## src/rtl/regfile_mp.sv

```systemverilog
// regfile_mp: register file with rename busy/tag state, NRD bypassed read ports, one dispatch port and NCM commit ports
module regfile_mp #(
  parameter int XLEN  = 32,
  parameter int NREG  = 32,
  parameter int TAG_W = 4,
  parameter int NRD   = 2,
  parameter int NCM   = 2,
  localparam int REG_W = $clog2(NREG)
) (
  input  logic                 clk_in,
  input  logic                 rst_in,
  input  logic                 rdy_in,
  input  logic [NRD*REG_W-1:0] rd_idx_in,
  output logic [NRD-1:0]       rd_busy_out,
  output logic [NRD*XLEN-1:0]  rd_value_out,
  output logic [NRD*TAG_W-1:0] rd_tag_out,
  input  logic                 disp_en_in,
  input  logic [REG_W-1:0]     disp_rd_in,
  input  logic [TAG_W-1:0]     disp_tag_in,
  input  logic [NCM-1:0]       cm_en_in,
  input  logic [NCM*REG_W-1:0] cm_rd_in,
  input  logic [NCM*XLEN-1:0]  cm_value_in,
  input  logic [NCM*TAG_W-1:0] cm_tag_in,
  input  logic                 flush_in
);
  logic [XLEN-1:0]  value_q [NREG];
  logic [XLEN-1:0]  value_d [NREG];
  logic [TAG_W-1:0] tag_q   [NREG];
  logic [TAG_W-1:0] tag_d   [NREG];
  logic [NREG-1:0]  busy_q, busy_d;
  logic [REG_W-1:0] ri;
  logic [XLEN-1:0]  rv;
  logic [TAG_W-1:0] rt;
  logic             rb;

  // next state: commits in port order (younger last), then flush or dispatch overriding the busy/tag clears
  always_comb begin
    busy_d = busy_q;
    value_d = value_q;
    tag_d = tag_q;
    if (rdy_in) begin
      for (int j = 0; j < NCM; j++) begin
        if (cm_en_in[j] && cm_rd_in[j*REG_W +: REG_W] != '0) begin
          value_d[cm_rd_in[j*REG_W +: REG_W]] = cm_value_in[j*XLEN +: XLEN];
          if (tag_q[cm_rd_in[j*REG_W +: REG_W]] == cm_tag_in[j*TAG_W +: TAG_W]) begin
            busy_d[cm_rd_in[j*REG_W +: REG_W]] = 1'b0;
            tag_d[cm_rd_in[j*REG_W +: REG_W]] = '0;
          end
        end
      end
      if (flush_in) begin
        busy_d = '0;
        for (int i = 0; i < NREG; i++) tag_d[i] = '0;
      end else if (disp_en_in && disp_rd_in != '0) begin
        busy_d[disp_rd_in] = 1'b1;
        tag_d[disp_rd_in] = disp_tag_in;
      end
    end
  end

  // state registers, cleared asynchronously
  always_ff @(posedge clk_in or negedge rst_in) begin
    if (!rst_in) begin
      busy_q <= '0;
      for (int i = 0; i < NREG; i++) begin
        value_q[i] <= '0;
        tag_q[i] <= '0;
      end
    end else begin
      busy_q <= busy_d;
      value_q <= value_d;
      tag_q <= tag_d;
    end
  end

  // read ports: stored state with same-cycle commit bypass; dispatch and flush are invisible here
  always_comb begin
    rd_busy_out = '0;
    rd_value_out = '0;
    rd_tag_out = '0;
    ri = '0;
    rv = '0;
    rt = '0;
    rb = 1'b0;
    for (int k = 0; k < NRD; k++) begin
      ri = rd_idx_in[k*REG_W +: REG_W];
      rv = value_q[ri];
      rb = busy_q[ri];
      rt = tag_q[ri];
      for (int j = 0; j < NCM; j++) begin
        if (rdy_in && cm_en_in[j] && cm_rd_in[j*REG_W +: REG_W] == ri) begin
          rv = cm_value_in[j*XLEN +: XLEN];
          if (busy_q[ri] && cm_tag_in[j*TAG_W +: TAG_W] == tag_q[ri]) begin
            rb = 1'b0;
            rt = '0;
          end
        end
      end
      if (rst_in && ri != '0) begin
        rd_busy_out[k] = rb;
        rd_value_out[k*XLEN +: XLEN] = rv;
        rd_tag_out[k*TAG_W +: TAG_W] = rt;
      end
    end
  end
endmodule

```

## config.mk

```make
export PLATFORM = sky130hd
export DESIGN_NAME = regfile_mp
export DESIGN_NICKNAME = d
export VERILOG_FILES = /design/src/rtl/regfile_mp.sv
export SDC_FILE = /design/constraint.sdc
export NUM_CORES = 2
export LEC_CHECK = 0
export BUFFER_PORTS_ARGS = -buffer_cell sky130_fd_sc_hd__buf_2
export CAP_MARGIN = 20
export CORE_MARGIN = 2
export CORE_UTILIZATION = 40
export DETAILED_ROUTE_END_ITERATION = 16
export GPL_TIMING_DRIVEN = 0
export HOLD_SLACK_MARGIN = 0.08
export PLACE_DENSITY = 0.6
export SYNTH_ARGS = -nofsm -noshare
export SYNTH_HDL_FRONTEND = slang
export SYNTH_SLANG_ARGS = --single-unit
```

## constraint.sdc

```tcl
create_clock -name clk_in -period 2.91 [get_ports clk_in]
set_input_delay 0 -clock clk_in [delete_from_list [all_inputs] [get_ports clk_in]]
set_output_delay 0 -clock clk_in [all_outputs]
set_load 0.005 [all_outputs]
```

After elaboration in Yosys (flattened, before gate mapping)
Index checks and enable logic that the tools add are counted.
{"block": "totals", "regBits": 1184, "inputBits": 108, "out_inout_bits": 74, "wordCells": 217}
{"block": "op_classes", "order_cmp": 16, "n_eq_ne": 10, "mux": 86, "n_bitwise": 14, "n_reduce_logical": 26}
{"op": "two-way mux 1024 bit", "n": 3}
{"op": "bitwise mux 1024 bit", "n": 2}
{"op": "two-way mux 128 bit", "n": 8}
{"op": "two-way mux 32 bit", "n": 20}
{"op": "binary-select mux 32 bit (select 5 bit)", "n": 2}
{"op": "demux 32 bit (select 5 bit)", "n": 2}
{"op": "bitwise AND 128 bit", "n": 2}
{"op": "inverter 128 bit", "n": 2}
{"op": "bitwise mux 128 bit", "n": 1}
{"op": "two-way mux 4 bit", "n": 21}
{"op": "binary-select mux 4 bit (select 5 bit)", "n": 4}
{"op": "bitwise AND 32 bit", "n": 2}
{"op": "inverter 32 bit", "n": 2}
{"op": "demux 4 bit (select 5 bit)", "n": 3}
{"op": "OR 32 bit", "n": 1}
{"op": ">= comparator 6 bit, second input constant", "n": 5}
{"op": "< comparator 5 x 6 -> 1 bit, second input constant", "n": 5}
{"op": "inverter 5 -> 6 bit", "n": 5}
{"op": "nonzero test 5 bit", "n": 5}
{"op": "equality test 4 bit", "n": 6}
{"op": "logical AND 1 bit", "n": 21}
{"op": "equality test 5 bit", "n": 4}
{"op": "< comparator 6 x 1 -> 1 bit, second input constant", "n": 3}
{"op": "demux 1 bit (select 5 bit)", "n": 3}
{"op": "other kinds (3)", "n": 20}

Depth between registers and ports, before layout
{"block": "logic_depth", "word_depth": 17, "ltp_mapped": 14}

Worst setup path before layout
OpenSTA, ideal clock, no wires.
{"block": "synth_timing", "path_kind": "register to register", "start": "register tag_q[35] in the netlist's numbering", "end": "register busy_q[18]", "setup_ns": 0.142, "arrival_ns": 2.239, "required_ns": 2.768, "setup_slack_ns": 0.529, "path_stages_with_launch": 9, "synth_period_minus_slack_ns": 2.381, "path_cell_list": "dfrtp_1 > mux4_2 > a22oi_1 > nand4_1 > xor2_1 > nor4_2 > buf_4 > a221o_1 > o221ai_1"}
{"block": "synth_between", "elab_chain_cells": 14, "elab_cells_between_ends": 18, "cone_classes": "2 x eq/ne; 14 x mux; 2 x bitwise"}
{"item": "start, declared", "line_no": "28", "rtl": "logic [TAG_W-1:0] tag_q [NREG];"}
{"item": "start signal, assigned", "line_no": "72", "rtl": "tag_q <= tag_d;"}
{"item": "binary-select mux 4 bit (select 5 bit)", "line_no": "45", "rtl": "if (tag_q[cm_rd_in[j*REG_W +: REG_W]] == cm_tag_in[j*TAG_W +: TAG_W]) begin"}
{"item": "two-way mux 4 bit (not written as such) (2 in a row)", "line_no": "45"}
{"item": "equality test 4 bit", "line_no": "45"}
{"item": "two-way mux 32 bit", "line_no": "45"}
{"item": "two-way mux 32 bit", "line_no": "43", "rtl": "if (cm_en_in[j] && cm_rd_in[j*REG_W +: REG_W] != '0) begin"}
{"item": "two-way mux 32 bit", "line_no": "41", "rtl": "if (rdy_in) begin"}
{"item": "bitwise AND 32 bit (no source line)"}
{"item": "two-way mux 32 bit", "line_no": "45"}
{"item": "two-way mux 32 bit (*)", "line_no": "43"}
{"item": "two-way mux 32 bit (*)", "line_no": "41"}
{"item": "OR 32 bit (no source line)"}
{"item": "two-way mux 32 bit (*)", "line_no": "54", "rtl": "end else if (disp_en_in && disp_rd_in != '0) begin"}
{"item": "two-way mux 32 bit (*)", "line_no": "51", "rtl": "if (flush_in) begin"}
{"item": "end signal, assigned", "line_no": "70", "rtl": "busy_q <= busy_d;"}
{"item": "end, declared", "line_no": "30", "rtl": "logic [NREG-1:0] busy_q, busy_d;"}
Mark *: on every way between the ends. The rest lies on a longest branch, timed or not. The select of a mux whose other input is x is not followed.
A chain may end at the register's enable or synchronous reset.

Worst setup path after layout
{"block": "layout_timing", "start": "register tag_q[8] in the netlist's numbering", "end": "output rd_tag_out[2]"}
{"block": "layout_between", "elab_chain_cells": 10, "elab_cells_between_ends": 12, "cone_classes": "2 x eq/ne; 8 x mux; 2 x reduce/logical"}
{"item": "binary-select mux 4 bit (select 5 bit) (*)", "line_no": "93", "rtl": "if (busy_q[ri] && cm_tag_in[j*TAG_W +: TAG_W] == tag_q[ri]) begin"}
{"item": "two-way mux 4 bit (not written as such) (*) (2 in a row)", "line_no": "93"}
{"item": "equality test 4 bit", "line_no": "93"}
{"item": "logical AND 1 bit", "line_no": "93"}
{"item": "two-way mux 4 bit", "line_no": "93"}
{"item": "two-way mux 4 bit", "line_no": "91", "rtl": "if (rdy_in && cm_en_in[j] && cm_rd_in[j*REG_W +: REG_W] == ri) begin"}
{"item": "two-way mux 4 bit", "line_no": "93"}
{"item": "two-way mux 4 bit (*)", "line_no": "91"}
{"item": "two-way mux 4 bit (*)", "line_no": "99", "rtl": "if (rst_in && ri != '0) begin"}
{"item": "end, declared", "line_no": "16", "rtl": "output logic [NRD*TAG_W-1:0] rd_tag_out,"}
Marked as above.

==> impl_metrics.json <==
{
  "outcome": "finished, violations left",
  "violations": "setup timing",
  "finish.utilization": 0.507,
  "coreArea_sq_mm": 0.186,
  "gp_routability_congestion": 1.11,
  "ys.flop_type": "dfrtp_1",
  "stdcell_area_sq_mm": 0.0943,
  "drc": 0,
  "grt_max_degree": 159,
  "grt_pass1_vias": 78300,
  "leakage_nw": 36.8,
  "yosysWarnings": 0,
  "synth_nets": 8224,
  "slew_headroom": 0.0906,
  "die-area_sq_mm": 0.191,
  "worst_slack_ns": -0.652,
  "post-route-period-util": 1.22,
  "crit_buf_inv": 2,
  "grt_pass1_wl_mm": 692,
  "p_sw_frac": 0.381,
  "first_pass_iters": 7,
  "placed_area_sq_mm": 0.0806,
  "peakVddDrop_mv": 0.657,
  "fmax_mhz": 281,
  "worst-path-stages": 10,
  "worst_path_most_repeated_cell": "mux4_2",
  "layout_commonest_cell": "nor2_1",
  "tightest_slew_ns": 1.36,
  "start_util": 0.403,
  "arrival_ns": 3.56,
  "path_max_fanout": 3,
  "combPwrFrac": 0.316,
  "htreeDepth": 4,
  "seqPwrFrac": 0.378,
  "slowest_delay_ns": 0.54,
  "start_kind": "register",
  "crit_type": "register to output port",
  "fin_skew_ns": 0.0537,
  "report.final.slew_viol_count": 0,
  "drt_iter0_markers": 14500,
  "wirelength_mm": 525,
  "crit_chain": "mux4_2 -> mux4_2 -> mux2i_4 -> xnor2_1 -> nor2_1 -> nand4_1 -> a21oi_4 -> buf_6 -> nor3_4 -> buf_2",
  "rows": 158,
  "port_buffers": 110,
  "final_cell_mix": "nor2_1 (1282), a21oi_1 (1184), dfrtp_1 (1104), o22ai_1 (999), clkbuf_1 (655)",
  "slowest_stage": "mux4_2",
  "dp_cells": 10800,
  "fp.dieW_microns": 437,
  "netlist_area_sq_mm": 0.0749,
  "hold_path.class": "input port to asynchronous set/reset pin",
  "areaGrowthSynthToFinish_pct": 25.8,
  "antenna_found_initial": 44,
  "synth_area_per_cell_sq_um": 9.23,
  "power_density_mw_per_mm2": 692,
  "ant_nets": 0,
  "p_total_mw": 65.3,
  "cts-root-buf": "clkbuf_16",
  "cts_tree": "yes",
  "synth_edf_count": 0,
  "viasPerCell": 7.39,
  "async_flop_share": 1.00,
  "ys_ff_latch": 1184,
  "grt_overflow": 0,
  "synthCells": 8116,
  "cp.required_ns": 2.91,
  "hold_viol_final": 0,
  "die_h_microns": 437,
  "fin_crit_ns": 3.56,
  "layout-drive-gt1-share": 0.237,
  "cts_buffers": 151,
  "cp-end-kind": "output port",
  "p_clk_frac": 0.306,
  "rsz0062_at_grt": "true",
  "ctsLongestPathBuffers": 3,
  "synth.yosys.seq_area_share": 0.395,
  "clk_pin_slew_ns": 0.06,
  "synthDistinctLibCells": 62,
  "grt_usage": 0.534,
  "io_pins": 182,
  "rr_worst_depth": 11,
  "fin_nets": 8876,
  "worst_path_dominant_cell_family": "multiplexers",
  "maxCapViolCount": 0,
  "cts.sinks": 1184,
  "fin_cells": 11400,
  "clock_latency_ns": 0.88,
  "dp.final_hpwl_mm": 392,
  "dr_total_vias": 84200,
  "power.switching_mw": 24.9,
  "power.internal_mw": 40.4,
  "setup_violations": 645,
  "routedWlPerCell_microns": 46.1
}
==> cells by family after synthesis <==
kind of cell	synth area share
AO/OA/AOI/OAI	0.235
AND/OR/NAND/NOR	0.100
flip-flops	0.395
buffers and inverters	0.0582
multiplexers	0.206
XOR/XNOR	0.00514
==> metal layers <==
metal,global-route usage,wire length (microns)
met2,0.719,208000
met4,0.412,50300
met5,0,588
met1,0.645,185000
met3,0.263,82300
==> power by group through the flow <==
stage,Sequential (mW),Combinational (mW),Clock (mW)
after floorplan,23.1,10.4,0
after global placement,24.4,16.2,0
after detailed placement,24.5,16.8,0
after CTS,24.3,18.5,19.8
after global routing,24.9,21.2,20.4
final,24.7,20.6,20.0
==> flip-flops by register name (all words and copies together) (netlist names) <==
signal,cells
tag_q,128
value_q,1024
busy_q,32
==> path summary, 6_finish.rpt <==
check / slack (ns) / start / endpoint
setup / recovery: -0.65 / tag_q[8] / rd_tag_out[2]
hold / removal: 0.04 / rst_in / value_q[667]
setup reg to reg: -0.36 / tag_q[12] / tag_q[96]
hold reg to reg: 0.48 / value_q[1004] / value_q[1004]
max in group asynchronous: 1.20 / rst_in / tag_q[0]
min in group clk_in: 0.18 / cm_rd_in[2] / value_q[865]
==> cells in the mapped netlist, types with 26 or more instances <==
cell | n | area [sq um]
o221ai_1 | 197 | 1730
a22oi_1 | 65 | 488
o22ai_1 | 1054 | 6590
o21ai_0 | 34 | 170
nand2_1 | 302 | 1130
mux2i_1 | 571 | 5720
clkbuf_1 | 783 | 2940
a211oi_1 | 32 | 240
or3_1 | 34 | 213
mux4_2 | 420 | 9460
nor2_1 | 1318 | 4950
xor2_1 | 26 | 228
a221oi_1 | 34 | 298
nor3_1 | 106 | 531
buf_4 | 32 | 240
inv_1 | 34 | 128
dfrtp_1 | 1184 | 29600
buf_2 | 81 | 405
a21oi_1 | 1268 | 6350
nand3_1 | 34 | 170
buf_1 | 133 | 499
o211ai_1 | 32 | 240
o21ai_1 | 146 | 731
a221o_1 | 26 | 260
==> metrics by stage <==
| stage | setup WS (ns) | hold WS, ns | setup TNS, ns |
|---|---|---|---|
| global placement | -39.35 | 0.456 | - |
| CTS | -0.637 | 0.0908 | -36.13 |
| finish | -0.652 | 0.0402 | -86.02 |
| global route | -0.706 | 0.177 | -52.54 |
| floorplan | 0.529 | -0.296 | 0 |
| detailed placement | -2.27 | -0.0633 | -1412.09 |
==> worst min-delay path, stage by stage <==
cell and delay, ns:
buf_12 0.08, buf_16 0.09, buf_16 0.09, buf_16 0.09, buf_16 0.09, buf_16 0.11
buf_16 0.10, buf_16 0.11, buf_16 0.19, buf_16 0.41
==> layout make-up <==
cell class | count | area [sq um]
antenna | 26 | 65.1
buffer | 1035 | 5500
clock buffer | 225 | 4500
clock inverter | 42 | 531
fill | 17400 | 91600
inverter | 35 | 135
multi-input combinational | 5856 | 45000
sequential | 1184 | 29700
tap | 2480 | 3100
timing repair buffer | 505 | 5660
==> repair_timing <==
item,in CTS,in global routing
hold buffers,107,1
setup buffers,89,56
pin swaps,161,215
gates resized for setup,901,496
cloned,5,1
setup endpoints to repair,1065,695
hold endpoints to repair,1118,2
Note: power is estimated with default switching activity, not from simulation.
